File: src/rtl/arith_pkg.sv
// Shared opcodes, iterator modes and FSM encoding for the sequential arithmetic unit.
package arith_pkg;

    localparam logic [1:0] OP_ADD = 2'b00;
    localparam logic [1:0] OP_SUB = 2'b01;
    localparam logic [1:0] OP_MUL = 2'b10;
    localparam logic [1:0] OP_DIV = 2'b11;

    localparam logic MODE_MUL = 1'b0;
    localparam logic MODE_DIV = 1'b1;

    typedef enum logic [1:0] {
        IDLE = 2'd0,
        BUSY = 2'd1,
        DONE = 2'd2
    } state_t;

endpackage

File: src/rtl/iter_mul_div.sv
// Iterative engine: shift-add multiply or restoring divide, one bit per cycle.
// After WIDTH steps: MUL leaves the product in {hi, lo}; DIV leaves quotient in lo, remainder in hi.
module iter_mul_div
    import arith_pkg::*;
#(
    parameter int unsigned WIDTH = 4
) (
    input  logic             clk,
    input  logic             rst,
    input  logic             start,
    input  logic             mode,
    input  logic [WIDTH-1:0] a,
    input  logic [WIDTH-1:0] b,
    output logic             done,
    output logic [WIDTH-1:0] hi,
    output logic [WIDTH-1:0] lo
);

    localparam int unsigned CNT_W = $clog2(WIDTH);

    logic [WIDTH-1:0] r_hi;
    logic [WIDTH-1:0] r_lo;
    logic [WIDTH-1:0] r_b;
    logic [CNT_W-1:0] r_cnt;
    logic             r_run;
    logic             r_mode;

    logic [WIDTH:0]   w_sum;
    logic [WIDTH:0]   w_add;
    logic [WIDTH:0]   w_shift;
    logic [WIDTH:0]   w_trial;
    logic             w_fits;
    logic [WIDTH-1:0] w_hi_nxt;
    logic [WIDTH-1:0] w_lo_nxt;

    // One step of the selected algorithm, computed from the current registers
    always_comb begin
        w_hi_nxt = r_hi;
        w_lo_nxt = r_lo;
        w_sum    = {1'b0, r_hi} + {1'b0, r_b};
        w_add    = r_lo[0] ? w_sum : {1'b0, r_hi};
        w_shift  = {r_hi, r_lo[WIDTH-1]};
        w_trial  = w_shift - {1'b0, r_b};
        w_fits   = ~w_trial[WIDTH];
        if (r_mode == MODE_MUL) begin
            w_hi_nxt = w_add[WIDTH:1];
            w_lo_nxt = {w_add[0], r_lo[WIDTH-1:1]};
        end else begin
            w_hi_nxt = w_fits ? w_trial[WIDTH-1:0] : w_shift[WIDTH-1:0];
            w_lo_nxt = {r_lo[WIDTH-2:0], w_fits};
        end
    end

    // Operand load on start, then WIDTH steps counted down to zero
    always_ff @(posedge clk) begin
        if (rst) begin
            r_hi   <= '0;
            r_lo   <= '0;
            r_b    <= '0;
            r_cnt  <= '0;
            r_run  <= 1'b0;
            r_mode <= MODE_MUL;
        end else if (start) begin
            r_hi   <= '0;
            r_lo   <= a;
            r_b    <= b;
            r_cnt  <= CNT_W'(WIDTH - 1);
            r_run  <= 1'b1;
            r_mode <= mode;
        end else if (r_run) begin
            r_hi <= w_hi_nxt;
            r_lo <= w_lo_nxt;
            if (r_cnt == '0) begin
                r_run <= 1'b0;
            end else begin
                r_cnt <= r_cnt - CNT_W'(1);
            end
        end
    end

    // done marks the cycle whose closing edge performs the final step
    assign done = r_run && (r_cnt == '0);
    assign hi   = r_hi;
    assign lo   = r_lo;

endmodule

File: src/rtl/seq_arith_unit.sv
// Multi-cycle ADD/SUB/MUL/DIV unit with valid/ready handshakes on both sides.
// ADD/SUB/DIV-by-zero finish on the accepting edge; MUL/DIV run WIDTH extra steps.
module seq_arith_unit
    import arith_pkg::*;
#(
    parameter int unsigned WIDTH = 4
) (
    input  logic               clk,
    input  logic               rst,
    input  logic               in_valid,
    output logic               in_ready,
    input  logic [WIDTH-1:0]   a,
    input  logic [WIDTH-1:0]   b,
    input  logic [1:0]         sel,
    output logic               out_valid,
    input  logic               out_ready,
    output logic [2*WIDTH-1:0] result,
    output logic               carry,
    output logic               div_by_zero
);

    localparam int unsigned RES_W = 2 * WIDTH;

    state_t           r_state;
    state_t           w_state_nxt;

    logic             w_accept;
    logic             w_start;
    logic             w_iter_op;
    logic             w_b_zero;
    logic             w_mode;
    logic             w_done;
    logic [WIDTH:0]   w_sum;
    logic [WIDTH:0]   w_diff;
    logic [WIDTH-1:0] w_hi;
    logic [WIDTH-1:0] w_lo;

    logic [RES_W-1:0] r_result;
    logic             r_carry;
    logic             r_dbz;
    logic             r_use_iter;
    logic             r_iter_div;

    // Request decode and the single-cycle arithmetic
    always_comb begin
        w_b_zero  = (b == '0);
        w_iter_op = (sel == OP_MUL) || ((sel == OP_DIV) && !w_b_zero);
        w_accept  = in_valid && (r_state == IDLE);
        w_start   = w_accept && w_iter_op;
        w_mode    = (sel == OP_DIV) ? MODE_DIV : MODE_MUL;
        w_sum     = {1'b0, a} + {1'b0, b};
        w_diff    = {1'b0, a} - {1'b0, b};
    end

    // Next-state logic
    always_comb begin
        w_state_nxt = r_state;
        case (r_state)
            IDLE: if (w_accept) w_state_nxt = w_iter_op ? BUSY : DONE;
            BUSY: if (w_done) w_state_nxt = DONE;
            DONE: if (out_ready) w_state_nxt = IDLE;
            default: w_state_nxt = IDLE;
        endcase
    end

    // State register
    always_ff @(posedge clk) begin
        if (rst) begin
            r_state <= IDLE;
        end else begin
            r_state <= w_state_nxt;
        end
    end

    // Result capture on accept; MUL/DIV results are read from the iterator once it stops
    always_ff @(posedge clk) begin
        if (rst) begin
            r_result   <= '0;
            r_carry    <= 1'b0;
            r_dbz      <= 1'b0;
            r_use_iter <= 1'b0;
            r_iter_div <= 1'b0;
        end else if (w_accept) begin
            r_carry    <= 1'b0;
            r_dbz      <= 1'b0;
            r_use_iter <= 1'b0;
            r_iter_div <= 1'b0;
            case (sel)
                OP_ADD: begin
                    r_result <= {{WIDTH{1'b0}}, w_sum[WIDTH-1:0]};
                    r_carry  <= w_sum[WIDTH];
                end
                OP_SUB: begin
                    r_result <= {{WIDTH{1'b0}}, w_diff[WIDTH-1:0]};
                    r_carry  <= w_diff[WIDTH];
                end
                OP_MUL: begin
                    r_use_iter <= 1'b1;
                end
                default: begin
                    if (w_b_zero) begin
                        r_result <= {{WIDTH{1'b1}}, a};
                        r_dbz    <= 1'b1;
                    end else begin
                        r_use_iter <= 1'b1;
                        r_iter_div <= 1'b1;
                    end
                end
            endcase
        end
    end

    iter_mul_div #(
        .WIDTH (WIDTH)
    ) u_iter (
        .clk   (clk),
        .rst   (rst),
        .start (w_start),
        .mode  (w_mode),
        .a     (a),
        .b     (b),
        .done  (w_done),
        .hi    (w_hi),
        .lo    (w_lo)
    );

    // Outputs decoded from registers; iterator registers hold still outside BUSY
    assign in_ready    = (r_state == IDLE);
    assign out_valid   = (r_state == DONE);
    assign result      = r_use_iter ? (r_iter_div ? {w_lo, w_hi} : {w_hi, w_lo}) : r_result;
    assign carry       = r_carry;
    assign div_by_zero = r_dbz;

endmodule
File: config.mk
export PLATFORM = sky130hd
export DESIGN_NAME = seq_arith_unit
export DESIGN_NICKNAME = d
export VERILOG_FILES = /design/src/rtl/arith_pkg.sv /design/src/rtl/iter_mul_div.sv /design/src/rtl/seq_arith_unit.sv
export SDC_FILE = /design/constraint.sdc
export NUM_CORES = 1
export LEC_CHECK = 0
export CORE_UTILIZATION = 46
export DETAILED_ROUTE_END_ITERATION = 7
export HOLD_SLACK_MARGIN = 0.03
export PLACE_DENSITY = 0.66
export SLEW_MARGIN = 20
export SYNTH_ARGS = -nofsm -noshare
export SYNTH_HDL_FRONTEND = slang
export SYNTH_SLANG_ARGS = --single-unit
File: constraint.sdc
create_clock -name clk -period 3.2 [get_ports clk]
set_input_delay 0.64 -clock clk [delete_from_list [all_inputs] [get_ports clk]]
set_output_delay 0.64 -clock clk [all_outputs]
set_load 0.01 [all_outputs]
==> results of run 1 <==
==> cell usage after synthesis, drive strengths merged (2+ instances only) <==
library cell / n
nand2: 17
nor3: 7
mux2: 3
a21oi: 32
nor2: 40
a2111oi: 2
o22ai: 2
xor2: 6
buf: 4
mux2i: 16
clkbuf: 9
a211oi: 6
nand3: 3
xnor2: 3
fa: 4
inv: 16
a221oi: 2
nor2b: 6
ha: 17
dfxtp: 27
nand2b: 5
o21ai: 8
or3: 2
==> final cells by class <==
cell class / count / area, um^2
flip-flops and latches: 27 / 541
multi-input cells: 194 / 1360
repair buffers: 31 / 295
inverters: 16 / 60.1
clock inverters: 1 / 7.51
clock buffers: 3 / 41.3
fillers: 389 / 1750
well taps: 50 / 62.6
==> worst max-delay path, cell delays in order, from the launching register on <==
cell and delay (ps):
dfxtp_1 430, inv_1 80, ha_1 210, fa_1 400, nand2b_1 160, a21oi_1 170, xor2_1 160, buf_4 160
mux2_2 350, a2111oi_2 370
==> cells by family after synthesis <==
logic type	Yosys count	share of synthesized area
compound gates	58	0.184
xor+xnor	9	0.0391
fa+ha+maj	21	0.145
buf+inv	29	0.0577
flops	27	0.268
mux	19	0.0961
simple gates	87	0.210
==> power breakdown <==
group | leakage, nW | internal, mW | switching [mW]
Combinational | 0.657 | 0.137 | 0.140
Clock | 0.0217 | 0.0886 | 0.115
Sequential | 0.221 | 0.359 | 0.0350
==> routing by layer <==
metal | global-route usage | up-vias
met5 | 0 | -
met4 | 0.0573 | 0
met3 | 0.0250 | 7
met2 | 0.324 | 52
met1 | 0.331 | 808
li1 | - | 907
==> flip-flops by register name, summed over array words and instances (netlist names), 2 cells and up <==
register	cells
r_result	5
u_iter.hi	4
u_iter.lo	4
u_iter.r_b	4
r_state	2
u_iter.r_cnt	2
==> worst min path at each step <==
stage	depth (start not counted)	slack, ps	end
after floorplan	2	450	u_iter.r_b[2]$_SDFFE_PP0P_
after global placement	2	440	carry$_SDFFE_PP0P_
after CTS	2	460	carry$_SDFFE_PP0P_
after detailed placement	2	450	carry$_SDFFE_PP0P_
after global routing	2	510	carry$_SDFFE_PP0P_
final	2	460	carry$_SDFFE_PP0P_
==> metrics.txt, run 1 <==
status complete, no violations; Overflow after GRT 0; Vert. Die Dim 68.2 um; fraction of registers with async set/reset 0; clock skew 3.54 ps; RSZ-0062 raised after global routing no; Mean Syn Cell Area 8.07 um^2; Ys Warns 0; setup TNS 0 ps; Synth cell types 41; iteration-0 DRC count of the detailed router 99; dpl hpwl 3.42 mm; Period minus WS final 2580 ps; EDFF count, synth 0; Yosys top cell area share 0.268; Layout Utilization 0.576; root buffer cell clkbuf_8; Mapped Nets 285; Clock Latency Late Sink 280 ps; worst r2r dst u_iter.hi[0]$_SDFFE_PP0P_; antenna violations before repair 0; DRC Markers 0; largest net degree at the start of global routing 22; Fin. Hold Viols 0; Seq/Total Area, Yosys 0.268; I/O pin count 26; Worst Hold Class reg -> reg; Design Area, Final 2370 um^2; GPL Wtd Cong 0.797; worst setup margin 616 ps; area post-placement 2320 um^2; Setup Crit Path Kind reg -> reg; Worst-path clk slew 100 ps; Setup Fix Bufs, Post-CTS 0; Max Root-Sink Buffers 2; maximum VDD drop 0.226 mV; core area 4120 um^2; met3 WL 233 um; initial core utilization 0.490; cell type with the largest total area after synthesis dfxtp_1; DP Cell Count 318; pwr dens 369 nW/um^2; Pleak 0.899 nW; Startpoint Class flip-flop; clock sinks 27; Crit. End Element flip-flop; TritonCTS clock tree done; Fin Hold WS 461 ps; Seq cells post-synth 27; Reg2Reg Setup Slack 620 ps; capture point of the worst path u_iter.hi[0]$_SDFFE_PP0P_; vias in the first global route 1,577; share of cells above drive strength 1 0.0735; Max Cap Viol 0; Crit Reg-Reg Startpoint u_iter.lo[3]$_SDFFE_PP0P_; H-Tree Depth 1; Arr. time, crit path 2750 ps; most common cell after layout, fill and taps aside nor2_1; Avg Vias per Cell 5.51; wire length of the first global-routing pass 7.52 mm; total power 0.874 mW; wire per inst 14.3 um; most frequent cells in the layout nor2_1 (39), a21oi_1 (30), dfxtp_1 (27); row cnt 23; post-CTS resize count 0; Post-CTS Hold Buffers 0; hold path start carry$_SDFFE_PP0P_; worst-margin pin slew 844 ps; Mapped Area 2020 um^2; Nets 308; crit path from u_iter.lo[3]$_SDFFE_PP0P_; period utilization 0.808; DR top layer met4; Register-to-Register Path Depth 9; TritonCTS Buffers 3; fmax 387 MHz; Final Max Tran Viols 0; Syn-to-layout area delta 17.4%; Syn Inst Count 250; critical path fanouts, max 6; final WL 4.62 mm; die area 4660 um^2; max_slew headroom 0.435; # setup viols final 0; Total GRT Usage 0.219; top post-synthesis cells by area dfxtp_1 (27%), ha_1 (11%), mux2i_1 (7.9%); met1 WL 2.44 mm; remaining antenna violation count 0; ant diodes 0; top_reg_cell synth dfxtp_1; die width 68.2 um; IO Port Bufs 25; post-route insts no fill 322; Critical Path RT 3370 ps; routed vias 1,774; met2 WL post-DR 1.88 mm; worst slack at placement 507 ps; first-pass iteration count of the detailed router 6
No activity file was read; power rests on OpenSTA's default activity.
==> run 2, diff against run 1 <==
--- a/config.mk
+++ b/config.mk
@@ -8,7 +8,7 @@
 export CORE_UTILIZATION = 46
 export DETAILED_ROUTE_END_ITERATION = 7
 export HOLD_SLACK_MARGIN = 0.03
-export PLACE_DENSITY = 0.66
+export PLACE_DENSITY = 0.69
 export SLEW_MARGIN = 20
 export SYNTH_ARGS = -nofsm -noshare
 export SYNTH_HDL_FRONTEND = slang
==> constraint.sdc (replaced) <==
create_clock -name clk -period 2.2 [get_ports clk]
set_input_delay 0.44 -clock clk [delete_from_list [all_inputs] [get_ports clk]]
set_output_delay 0.44 -clock clk [all_outputs]
set_load 0.01 [all_outputs]
==> run 2 against run 1 <==
Sequential share of layout area down 2.2 points. Die area unchanged. Sequential power up 43%. Register-to-register slack worse by 520 ps. Cell area up 12%. Power up 54%. Largest cell class unchanged. Largest power group unchanged.
==> metrics.txt, run 2 (synthesis gave the netlist of run 1 again) <==
Layout Utilization 0.642; Final Max Tran Viols 0; Fin Hold WS 466 ps; Max Root-Sink Buffers 2; Max Cap Viol 0; wire length of the first global-routing pass 8.22 mm; RSZ-0062 raised after global routing yes; pwr dens 508 nW/um^2; DRC Markers 0; vias in the first global route 1,688; share of cells above drive strength 1 0.187; IO Port Bufs 25; Vert. Die Dim 68.2 um; antenna violations before repair 0; core area 4120 um^2; Total GRT Usage 0.239; I/O pin count 26; Nets 336; Clock Latency Late Sink 270 ps; dpl hpwl 3.79 mm; TritonCTS clock tree done; Logic pwr share 0.363; Sw Share 0.327; DP Cell Count 343; root buffer cell clkbuf_8; maximum VDD drop 0.317 mV; met2 WL post-DR 2.12 mm; row cnt 23; iteration-0 DRC count of the detailed router 116; Crit. End Element primary output; most frequent cells in the layout nor2_1 (39), buf_4 (34), a21oi_1 (29); first-pass iteration count of the detailed router 4; H-Tree Depth 1; Fin. Hold Viols 0; most common cell after layout, fill and taps aside nor2_1; Period minus WS final 2110 ps; largest register by flop count r_result; Worst-path clk slew 90 ps; Post-CTS Hold Buffers 0; post-route insts no fill 350; Overflow after GRT 0; worst setup margin 91.8 ps; Net Switching 0.440 mW; fmax 474 MHz; Clock power frac 0.216; clock sinks 27; Arr. time, crit path 1670 ps; max_slew headroom 0.671; critical path fanouts, max 7; met3 WL 226 um; Syn-to-layout area delta 31.0%; ant diodes 0; total power 1.34 mW; Design Area, Final 2640 um^2; Setup Crit Path Kind reg -> out; Flop pwr share 0.421; die area 4660 um^2; Pleak 1.09 nW; period utilization 0.958; met1 WL 2.52 mm; largest net degree at the start of global routing 19; FILL cells 355; Worst Hold Class reg -> reg; Avg Vias per Cell 5.27; wire per inst 14.1 um; internal power 0.904 mW; status complete, no violations; worst-margin pin slew 492 ps; TritonCTS Buffers 3; DR top layer met4; max FFs per register 5; setup TNS 0 ps; final WL 4.93 mm; area post-placement 2540 um^2; # setup viols final 0; worst slack at placement -151 ps; clock skew 0.922 ps; die width 68.2 um; initial core utilization 0.490; GPL Wtd Cong 0.894; Startpoint Class flip-flop; Critical Path RT 1760 ps; remaining antenna violation count 0; routed vias 1,843
run 2: cell types whose count changed in the layout (fill, tap and decap cells not counted), moves of 3 or more:
cell | previous run | this run
buf_4 | 6 | 34
clkdlybuf4s50_1 | 25 | 22
dfxtp_1 | 27 | 24
dfxtp_2 | 0 | 3
dlymetal6s2s_1 | 0 | 3
run 2: path summary, 6_finish.rpt:
kind / startpoint / end / slack [ps] / cells after the start
worst max-delay path: u_iter.hi[1]$_SDFFE_PP0P_ / result[1] / 90 / 3
worst min-delay path: carry$_SDFFE_PP0P_ / carry$_SDFFE_PP0P_ / 470 / 2
worst max register to register: u_iter.lo[3]$_SDFFE_PP0P_ / u_iter.hi[0]$_SDFFE_PP0P_ / 100 / 8
worst min register to register: carry$_SDFFE_PP0P_ / carry$_SDFFE_PP0P_ / 470 / 2
run 2: area by class of cell:
class | instances | area, um^2 | share of cell area
inverter | 16 | 60.1 | 0.0227
timing repair buffer | 59 | 513 | 0.194
clock buffer | 4 | 45.0 | 0.0170
multi-input combinational | 194 | 1420 | 0.537
tap | 50 | 62.6 | 0.0237
sequential | 27 | 544 | 0.206
run 2: power groups by stage:
stage               logic [mW]  registers [mW]  clock network (mW)
CTS                      0.484           0.564               0.295
finish                   0.487           0.565               0.290
global route             0.536           0.572               0.313
floorplan                0.294           0.557                   0
detailed placement       0.465           0.575                   0
global placement         0.461           0.575                   0
run 2: what timing repair did:
item / CTS / global route
setup endpoints to repair: 3 / 7
pin swaps: 3 / 4
gates resized for setup: 3 / 6
endpoints found under the hold margin: 0 / 0
setup buffers: 2 / 1
run 2: metal layers:
layer / global-route usage / vias to the layer above
li1: - / 964
met1: 0.355 / 834
met2: 0.352 / 40
met3: 0.0383 / 5
met4: 0.0651 / 0
met5: 0 / -
run 2: critical path, stage by stage, from the launching register on:
cell,delay [ps]
dfxtp_1,500
mux2i_1,150
a21oi_1,190
clkdlybuf4s50_1,550
==> run 3, diff against run 2 <==
--- a/config.mk
+++ b/config.mk
@@ -5,11 +5,11 @@
 export SDC_FILE = /design/constraint.sdc
 export NUM_CORES = 1
 export LEC_CHECK = 0
-export CORE_UTILIZATION = 46
+export CORE_UTILIZATION = 50
 export DETAILED_ROUTE_END_ITERATION = 7
 export HOLD_SLACK_MARGIN = 0.03
-export PLACE_DENSITY = 0.69
-export SLEW_MARGIN = 20
+export PLACE_DENSITY = 0.74
+export SLEW_MARGIN = 40
 export SYNTH_ARGS = -nofsm -noshare
 export SYNTH_HDL_FRONTEND = slang
 export SYNTH_SLANG_ARGS = --single-unit
==> run 3 against run 2 <==
Die area shrank 7.8%. Non-clock buffer count rose by 2. Global-route usage grew 2.4 points. Critical path depth is the same. Clock skew rose by 3.7 ps. Sequential power about the same. Largest power group unchanged.
==> metrics.txt, run 3 (synthesis gave the netlist of run 1 again) <==
Max Root-Sink Buffers 2; IO Port Bufs 25; die width 65.5 um; largest register by flop count r_result; Pleak 1.08 nW; TritonCTS clock tree done; Nets 338; worst setup margin 108 ps; GPL Wtd Cong 0.820; Total GRT Usage 0.263; remaining antenna violation count 0; most common cell after layout, fill and taps aside nor2_1; status complete, no violations; core area 3770 um^2; Vert. Die Dim 65.5 um; area of the multi-input gates 1410 um^2; critical path, cell by cell nor2_1 -> a21oi_1 -> clkdlybuf4s50_1; Syn-to-layout area delta 32.1%; Reg2Reg Setup Slack 110 ps; Arr. time, crit path 1650 ps; I/O pin count 26; wire per inst 14.4 um; largest net degree at the start of global routing 17; wire length of the first global-routing pass 8.71 mm; row cnt 22; Period minus WS final 2090 ps; final WL 5.03 mm; initial core utilization 0.535; max_slew headroom 0.622; antenna violations before repair 0; max incr delay on CP 560 ps; vias in the first global route 1,873; total power 1.36 mW; dpl hpwl 3.93 mm; fmax 478 MHz; Setup Crit Path Kind reg -> out; Slowest-stage cell, CP dfxtp_1; iteration-0 DRC count of the detailed router 100; clock sinks 27; pwr dens 510 nW/um^2; maximum VDD drop 0.277 mV; Critical Path RT 1760 ps; first-pass iteration count of the detailed router 4; clock skew 4.65 ps; max FFs per register 5; Avg Vias per Cell 5.50; Fin. Hold Viols 0; Startpoint Class flip-flop; root buffer cell clkbuf_8; Layout Utilization 0.707; Worst-path clk slew 100 ps; DP Cell Count 345; Worst Hold Class reg -> reg; worst slack at placement -220 ps; TritonCTS Buffers 3; die area 4290 um^2; RSZ-0062 raised after global routing yes; ant diodes 0; Final Max Tran Viols 0; FILL cells 320; H-Tree Depth 1; most frequent cells in the layout nor2_1 (39), buf_4 (34), a21oi_1 (29); Crit. End Element primary output; worst-margin pin slew 566 ps; period utilization 0.951; Post-CTS Hold Buffers 0; critical path fanouts, max 12; # setup viols final 0; post-route insts no fill 350; Overflow after GRT 0; Clock Latency Late Sink 270 ps; DRC Markers 0; Reg area 543 um^2; Max Cap Viol 0; routed vias 1,924; share of cells above drive strength 1 0.185
## run 3: critical path, delay by kind of cell, from the launching register on
family | cells | cell delay (ps)
flip-flops | 1 | 560
AO/OA/AOI/OAI | 1 | 140
AND/OR/NAND/NOR | 1 | 140
buffers and inverters | 1 | 540
## run 3: layer usage
| metal | vias up | GRT usage | share of wire |
|---|---|---|---|
| met4 | 0 | 0.111 | 0.011 |
| met3 | 4 | 0.0399 | 0.038 |
| met5 | - | 0 | 0 |
| li1 | 983 | - | - |
| met1 | 884 | 0.352 | 0.50 |
| met2 | 53 | 0.418 | 0.46 |
## run 3: worst paths after layout
kind,cells past startpoint,startpoint,endpoint
worst min-delay path,2,carry$_SDFFE_PP0P_,carry$_SDFFE_PP0P_
worst max register to register,8,u_iter.lo[3]$_SDFFE_PP0P_,u_iter.hi[0]$_SDFFE_PP0P_
worst min register to register,2,carry$_SDFFE_PP0P_,carry$_SDFFE_PP0P_
worst max-delay path,3,r_use_iter$_SDFFE_PP0P_,result[7]
## run 3: cell type report
class / instances / area share
repair buffers: 61 / 0.206
well taps: 48 / 0.0225
inverters: 16 / 0.0225
flip-flops and latches: 27 / 0.204
clock buffers: 4 / 0.0169
multi-input cells: 194 / 0.529
## run 3: timing repair
| action | 4_1_cts | 5_1_grt |
|---|---|---|
| gates resized for setup | 3 | 1 |
| endpoints found under the setup margin | 3 | 4 |
| pin swaps | 3 | 3 |
| setup buffers | 1 | 0 |
| hold endpoints to repair | 0 | 0 |
## run 3: per-stage QoR
step | hold WS (ps) | cell area, um^2 | TNS, ps
5_1_grt | 482 | 2670 | -4.91
3_3_place_gp | 442 | 2590 | -436
3_5_place_dp | 449 | 2590 | -749
6_report | 467 | 2670 | 0
2_1_floorplan | 454 | 2050 | 0
4_1_cts | 467 | 2660 | 0
## run 3: power by group
group          switching (mW)  internal [mW]  total [mW]
sequential             0.0416          0.522       0.564
combinational           0.241          0.259       0.500
clock                   0.165          0.130       0.295
total                   0.447          0.911        1.36
